<file path="src/rtl/cpu_wb_ext.sv">
// Registered writeback stage: selects the writeback source, extracts big-endian
// sub-word loads and waits (with timeout) on a multi-cycle data-memory acknowledge.
module cpu_wb_ext #(
  parameter int DW      = 32,
  parameter int AW      = 5,
  parameter int TIMEOUT = 15,
  parameter int CW      = 16
) (
  input  logic          clk,
  input  logic          rst,
  input  logic          in_valid,
  input  logic          mem_c_rfw,
  input  logic [1:0]    mem_c_wbsource,
  input  logic [1:0]    mem_c_lsize,
  input  logic          mem_c_lsign,
  input  logic [DW-1:0] mem_alu_r,
  input  logic [DW-1:0] mem_dmem_in,
  input  logic          mem_dmem_ack,
  input  logic [AW-1:0] mem_rf_waddr,
  input  logic [DW-1:0] mem_jalra,
  output logic          stall,
  output logic          rfw,
  output logic [DW-1:0] wdata,
  output logic [AW-1:0] rf_waddr,
  output logic          ld_timeout,
  output logic [CW-1:0] stall_cnt
);
  localparam int LW = $clog2(DW / 8);
  localparam int TW = $clog2(TIMEOUT + 1);

  typedef enum logic {IDLE, WAIT} state_t;

  state_t        state_q, state_d;
  logic          rfw_q, rfw_d;
  logic [DW-1:0] wdata_q, wdata_d;
  logic [AW-1:0] rf_waddr_q, rf_waddr_d;
  logic          ld_timeout_q, ld_timeout_d;
  logic [CW-1:0] stall_cnt_q, stall_cnt_d;
  logic [TW-1:0] wait_cnt_q, wait_cnt_d;
  logic          cap_rfw_q, cap_rfw_d;
  logic [AW-1:0] cap_waddr_q, cap_waddr_d;
  logic [1:0]    cap_lsize_q, cap_lsize_d;
  logic          cap_lsign_q, cap_lsign_d;
  logic [LW-1:0] cap_off_q, cap_off_d;
  logic          stall_c;
  logic          load;
  logic [DW-1:0] sel_data;

  // Big-endian lanes: offset 0 is the most-significant byte, so the right
  // shift amount is the bit-inverted lane index scaled to bits.
  function automatic logic [DW-1:0] extract(input logic [DW-1:0] d, input logic [1:0] sz,
                                            input logic sgn, input logic [LW-1:0] off);
    logic [LW+2:0] byte_sh;
    logic [LW+2:0] half_sh;
    logic [7:0]    byte_v;
    logic [15:0]   half_v;
    byte_sh = {~off, 3'b000};
    half_sh = {~off[LW-1:1], 4'b0000};
    byte_v  = 8'(d >> byte_sh);
    half_v  = 16'(d >> half_sh);
    case (sz)
      2'b10:   extract = {{(DW-8){sgn & byte_v[7]}}, byte_v};
      2'b01:   extract = {{(DW-16){sgn & half_v[15]}}, half_v};
      default: extract = d;
    endcase
  endfunction

  assign load = in_valid && (mem_c_wbsource == 2'b01);

  always_comb begin
    case (mem_c_wbsource)
      2'b00:   sel_data = mem_alu_r;
      2'b01:   sel_data = extract(mem_dmem_in, mem_c_lsize, mem_c_lsign, mem_alu_r[LW-1:0]);
      2'b10:   sel_data = mem_jalra;
      default: sel_data = '0;
    endcase
  end

  always_comb begin
    // NOTE: every signal gets a default before the case so no path can infer a latch.
    state_d      = state_q;
    rfw_d        = 1'b0;
    wdata_d      = wdata_q;
    rf_waddr_d   = rf_waddr_q;
    ld_timeout_d = 1'b0;
    wait_cnt_d   = wait_cnt_q;
    cap_rfw_d    = cap_rfw_q;
    cap_waddr_d  = cap_waddr_q;
    cap_lsize_d  = cap_lsize_q;
    cap_lsign_d  = cap_lsign_q;
    cap_off_d    = cap_off_q;
    stall_c      = 1'b0;

    case (state_q)
      IDLE: begin
        if (load && !mem_dmem_ack) begin
          stall_c     = 1'b1;
          state_d     = WAIT;
          wait_cnt_d  = TW'(1);
          cap_rfw_d   = mem_c_rfw && (mem_rf_waddr != '0);
          cap_waddr_d = mem_rf_waddr;
          cap_lsize_d = mem_c_lsize;
          cap_lsign_d = mem_c_lsign;
          cap_off_d   = mem_alu_r[LW-1:0];
        end else if (in_valid) begin
          rfw_d      = mem_c_rfw && (mem_rf_waddr != '0);
          rf_waddr_d = mem_rf_waddr;
          wdata_d    = sel_data;
        end
      end
      WAIT: begin
        if (mem_dmem_ack) begin
          rfw_d      = cap_rfw_q;
          rf_waddr_d = cap_waddr_q;
          wdata_d    = extract(mem_dmem_in, cap_lsize_q, cap_lsign_q, cap_off_q);
          state_d    = IDLE;
          wait_cnt_d = '0;
        end else if (wait_cnt_q == TW'(TIMEOUT)) begin
          ld_timeout_d = 1'b1;
          state_d      = IDLE;
          wait_cnt_d   = '0;
        end else begin
          stall_c    = 1'b1;
          wait_cnt_d = wait_cnt_q + TW'(1);
        end
      end
      default: state_d = IDLE;
    endcase

    if (rst) stall_c = 1'b0;

    stall_cnt_d = stall_cnt_q;
    if (stall_c && !(&stall_cnt_q)) stall_cnt_d = stall_cnt_q + CW'(1);
  end

  always_ff @(posedge clk) begin
    // NOTE: sequential state uses non-blocking assignments only.
    if (rst) begin
      state_q      <= IDLE;
      rfw_q        <= 1'b0;
      wdata_q      <= '0;
      rf_waddr_q   <= '0;
      ld_timeout_q <= 1'b0;
      stall_cnt_q  <= '0;
      wait_cnt_q   <= '0;
      cap_rfw_q    <= 1'b0;
      cap_waddr_q  <= '0;
      cap_lsize_q  <= '0;
      cap_lsign_q  <= 1'b0;
      cap_off_q    <= '0;
    end else begin
      state_q      <= state_d;
      rfw_q        <= rfw_d;
      wdata_q      <= wdata_d;
      rf_waddr_q   <= rf_waddr_d;
      ld_timeout_q <= ld_timeout_d;
      stall_cnt_q  <= stall_cnt_d;
      wait_cnt_q   <= wait_cnt_d;
      cap_rfw_q    <= cap_rfw_d;
      cap_waddr_q  <= cap_waddr_d;
      cap_lsize_q  <= cap_lsize_d;
      cap_lsign_q  <= cap_lsign_d;
      cap_off_q    <= cap_off_d;
    end
  end

  assign stall      = stall_c;
  assign rfw        = rfw_q;
  assign wdata      = wdata_q;
  assign rf_waddr   = rf_waddr_q;
  assign ld_timeout = ld_timeout_q;
  assign stall_cnt  = stall_cnt_q;
endmodule
</file>
<file path="config.mk">
export PLATFORM = sky130hd
export DESIGN_NAME = cpu_wb_ext
export DESIGN_NICKNAME = d
export VERILOG_FILES = /design/src/rtl/cpu_wb_ext.sv
export SDC_FILE = /design/constraint.sdc
export NUM_CORES = 1
export LEC_CHECK = 0
export ABC_CLOCK_PERIOD_IN_PS = 6700
export BUFFER_PORTS_ARGS = -buffer_cell sky130_fd_sc_hd__buf_2
export CAP_MARGIN = 30
export CORE_AREA = 4 4 101 103
export CTS_BUF_LIST = sky130_fd_sc_hd__clkbuf_2
export CTS_CLUSTER_SIZE = 8
export DETAILED_ROUTE_END_ITERATION = 8
export DIE_AREA = 0 0 105 107
export GPL_TIMING_DRIVEN = 0
export PLACE_DENSITY_LB_ADDON = 0.15
export SLEW_MARGIN = 10
export SYNTH_ARGS = -nofsm -noshare
export SYNTH_HDL_FRONTEND = slang
export SYNTH_SLANG_ARGS = --single-unit
</file>
<file path="constraint.sdc">
create_clock -name clk -period 6.7 [get_ports clk]
set_input_delay 1.34 -clock clk [delete_from_list [all_inputs] [get_ports clk]]
set_output_delay 1.34 -clock clk [all_outputs]
set_load 0.1 [all_outputs]
</file>
==> impl_metrics.py <==
metrics = {
    "placement": {
        "gp_congestion": 1.01,
        "io_buffers": 164,
        "dp_slack_ps": 2510,
        "post-dp-hpwl_um": 15300,
    },
    "floorplan": {
        "initial_core_util_pct": 57.0,
        "die_area_um2": 11200,
        "core_um2": 9200,
        "io_pins": 167,
        "rows": 35,
        "die_h_um": 107,
        "die_w_um": 105,
    },
    "drt": {
        "dr.pass1.iters": 7,
        "drc": 0,
        "drt_iter0_drc": 618,
        "drt-total-wl_um": 19900,
        "drt-wirelength-per-cell_um": 21.0,
        "vias": 6355,
        "viasPerCell": 6.69,
        "detail-route-antenna-nets": 0,
    },
    "sta": {
        "grt_setup_unrepaired": "false",
        "slew_headroom_pct": 46.1,
        "fin_crit_sh_pct": 64.0,
        "layout_setup_ws_ps": 2410,
        "hold_viol_final": 0,
        "finalMaxSlewViolations": 0,
        "final-setup-viol-count": 0,
        "timing.fmax_mhz": 233,
        "setup_tns_ps": 0,
        "worst_pin_slew_ps": 804,
        "skew_ps": 44.9,
        "finalCriticalPeriod_ps": 4290,
    },
    "cts": {
        "clock_path_buffers": 2,
        "cts_hold_buf": 0,
        "clock_sinks": 71,
        "cts.htree.levels": 3,
        "clk_pin_slew_ps": 210,
        "post_cts_resized": 0,
        "cts_tree": "done",
        "clock_latency_ps": 550,
        "cts_inserted_buffers": 9,
        "clock-root-buffer": "clkbuf_2",
        "cts_setup_buffers": 0,
    },
    "layout": {
        "syn_to_final_growth_pct": 21.4,
        "drive_above_1_share_pct": 26.3,
        "nFillCells": 790,
        "nets": 951,
        "layout_common_cells": "184 x buf_2, 71 x dfxtp_1, 69 x mux2i_1",
        "diodes": 0,
        "layout_commonest_cell": "buf_2",
    },
    "synth": {
        "synth_seq_cells": 71,
        "synth_area_leader_cell": "dfxtp_1",
        "ys_seq_area_share_pct": 27.1,
        "syn_area_um2": 5250,
        "synthDistinctLibCells": 61,
        "synthesis.instances": 656,
        "synthArstFlopShare_pct": 0,
        "synth_top_area_share_pct": 27.1,
        "ys.warnings.count": 0,
        "synth.avg_cell_area_um2": 8.00,
        "synth-edff-count": 0,
        "yosys_most_used_dff": "dfxtp_1",
        "synth_fp_nets": 773,
        "synth_area_leaders": "dfxtp_1 27%, mux2i_1 13%, o21ai_0 4.8%",
    },
    "setup_path": {
        "critPathArrivalTime_ps": 2950,
        "worstPathRequired_ps": 5360,
        "r2r_cells": 8,
        "worstSetupStartpointType": "primary input",
        "ff2ff_setup_slack_ps": 4070,
        "worstSetupEndpointType": "output pin",
        "r2r_end": "wdata[23]",
        "crit_type": "primary input to output pin",
        "crit_end": "stall",
        "critPathLaunch": "mem_dmem_ack",
        "path_max_fanout": 10,
        "r2r_start": "cap_lsize_q[0]",
    },
    "global_routing": {
        "grt_max_degree": 15,
        "grt_first_pass_wirelength_um": 30600,
        "grt_pass1_vias": 6134,
        "antenna_found_initial": 0,
        "grt_usage_pct": 33.9,
        "overflow": 0,
    },
    "power": {
        "pwr-share-comb_pct": 33.5,
        "power.leakage_nw": 2.77,
        "seqPwrFrac_pct": 39.5,
        "p_int_uw": 673,
        "p_clk_share_pct": 27.0,
        "power.density_nw_per_um2": 182,
        "switchingPower_uw": 488,
        "p_sw_share_pct": 42.0,
        "max-vdd-ir-drop_mv": 0.149,
    },
    "hold_path": {
        "hp-class": "flip-flop to flip-flop",
        "min_from": "cap_rfw_q",
    },
    "outcome": {
        "outcome": "complete, no violations",
    },
    "run": {
        "drv_cap": 0,
    },
}
==> sequential cells by signal, summed over array words and instances, names as in the netlist <==
name and count:
wdata 32, stall_cnt 16, cap_waddr_q 5, rf_waddr 5
wait_cnt_q 4, cap_lsize_q 2, cap_off_q 2, cap_lsign_q 1
cap_rfw_q 1, ld_timeout 1, rfw 1, state_q 1
==> worst max-delay path, cell delays in order <==
cell	delay (ps)
buf_2	160
nor2b_1	320
a32oi_1	240
buf_2	240
inv_1	180
buf_2	460
==> logic make-up after synthesis <==
| logic type | Yosys count | synth area share (%) |
|---|---|---|
| compound gates | 215 | 28.5 |
| fa+ha+maj | 6 | 1.43 |
| buf+inv | 91 | 7.37 |
| flops | 71 | 27.1 |
| mux | 75 | 14.7 |
| simple gates | 198 | 20.9 |
==> metal layers <==
layer	part of all wire (%)	track usage (%)
met1	39	43.1
met2	46	54.8
met3	11	7.71
met4	3.6	15.3
met5	0	0
==> power by group through the flow <==
stage,combinational (mW),clock [mW],sequential [mW]
floorplan,0.133,0,0.600
global placement,0.375,0,0.465
detailed placement,0.380,0,0.466
CTS,0.381,0.313,0.458
global route,0.408,0.329,0.461
finish,0.389,0.313,0.458
==> synth_stat cells, types with 8 or more instances <==
cell type,n
o31ai_1,19
buf_2,18
dfxtp_1,71
inv_1,30
o211a_1,8
nor2_1,64
clkbuf_1,31
a21oi_1,33
a41oi_1,16
nor4_1,11
nand4b_1,20
a211oi_1,9
o221ai_1,24
nor3_1,8
mux2i_1,69
o21ai_0,50
nand2_1,37
==> metrics by stage <==
step	hold WS [ps]	total power, mW	utilization [%]	cell area (um2)	std cells
after floorplan	443	0.733	-	5250	656
after global placement	469	0.839	67.5	6210	931
after detailed placement	470	0.846	67.6	6220	934
after CTS	494	1.15	69.2	6370	950
after global routing	509	1.20	69.2	6370	950
final	495	1.16	69.2	6370	950
==> cell type report <==
class | instances | area [um2] | share of cell area (%)
clock buffer | 9 | 45.0 | 0.707
timing repair buffer | 167 | 835 | 13.1
buffer | 59 | 267 | 4.19
clock inverter | 7 | 103 | 1.61
tap | 111 | 139 | 2.18
inverter | 32 | 120 | 1.89
sequential | 71 | 1420 | 22.3
multi-input combinational | 494 | 3440 | 54.0
==> how the worst min path moves through the flow <==
stage,to,cells after the start
4_1_cts,rfw,2
2_1_floorplan,rfw,2
6_report,rfw,2
5_1_grt,rfw,2
3_3_place_gp,ld_timeout,2
3_5_place_dp,rfw,2
(Power assumes the default switching activity.)
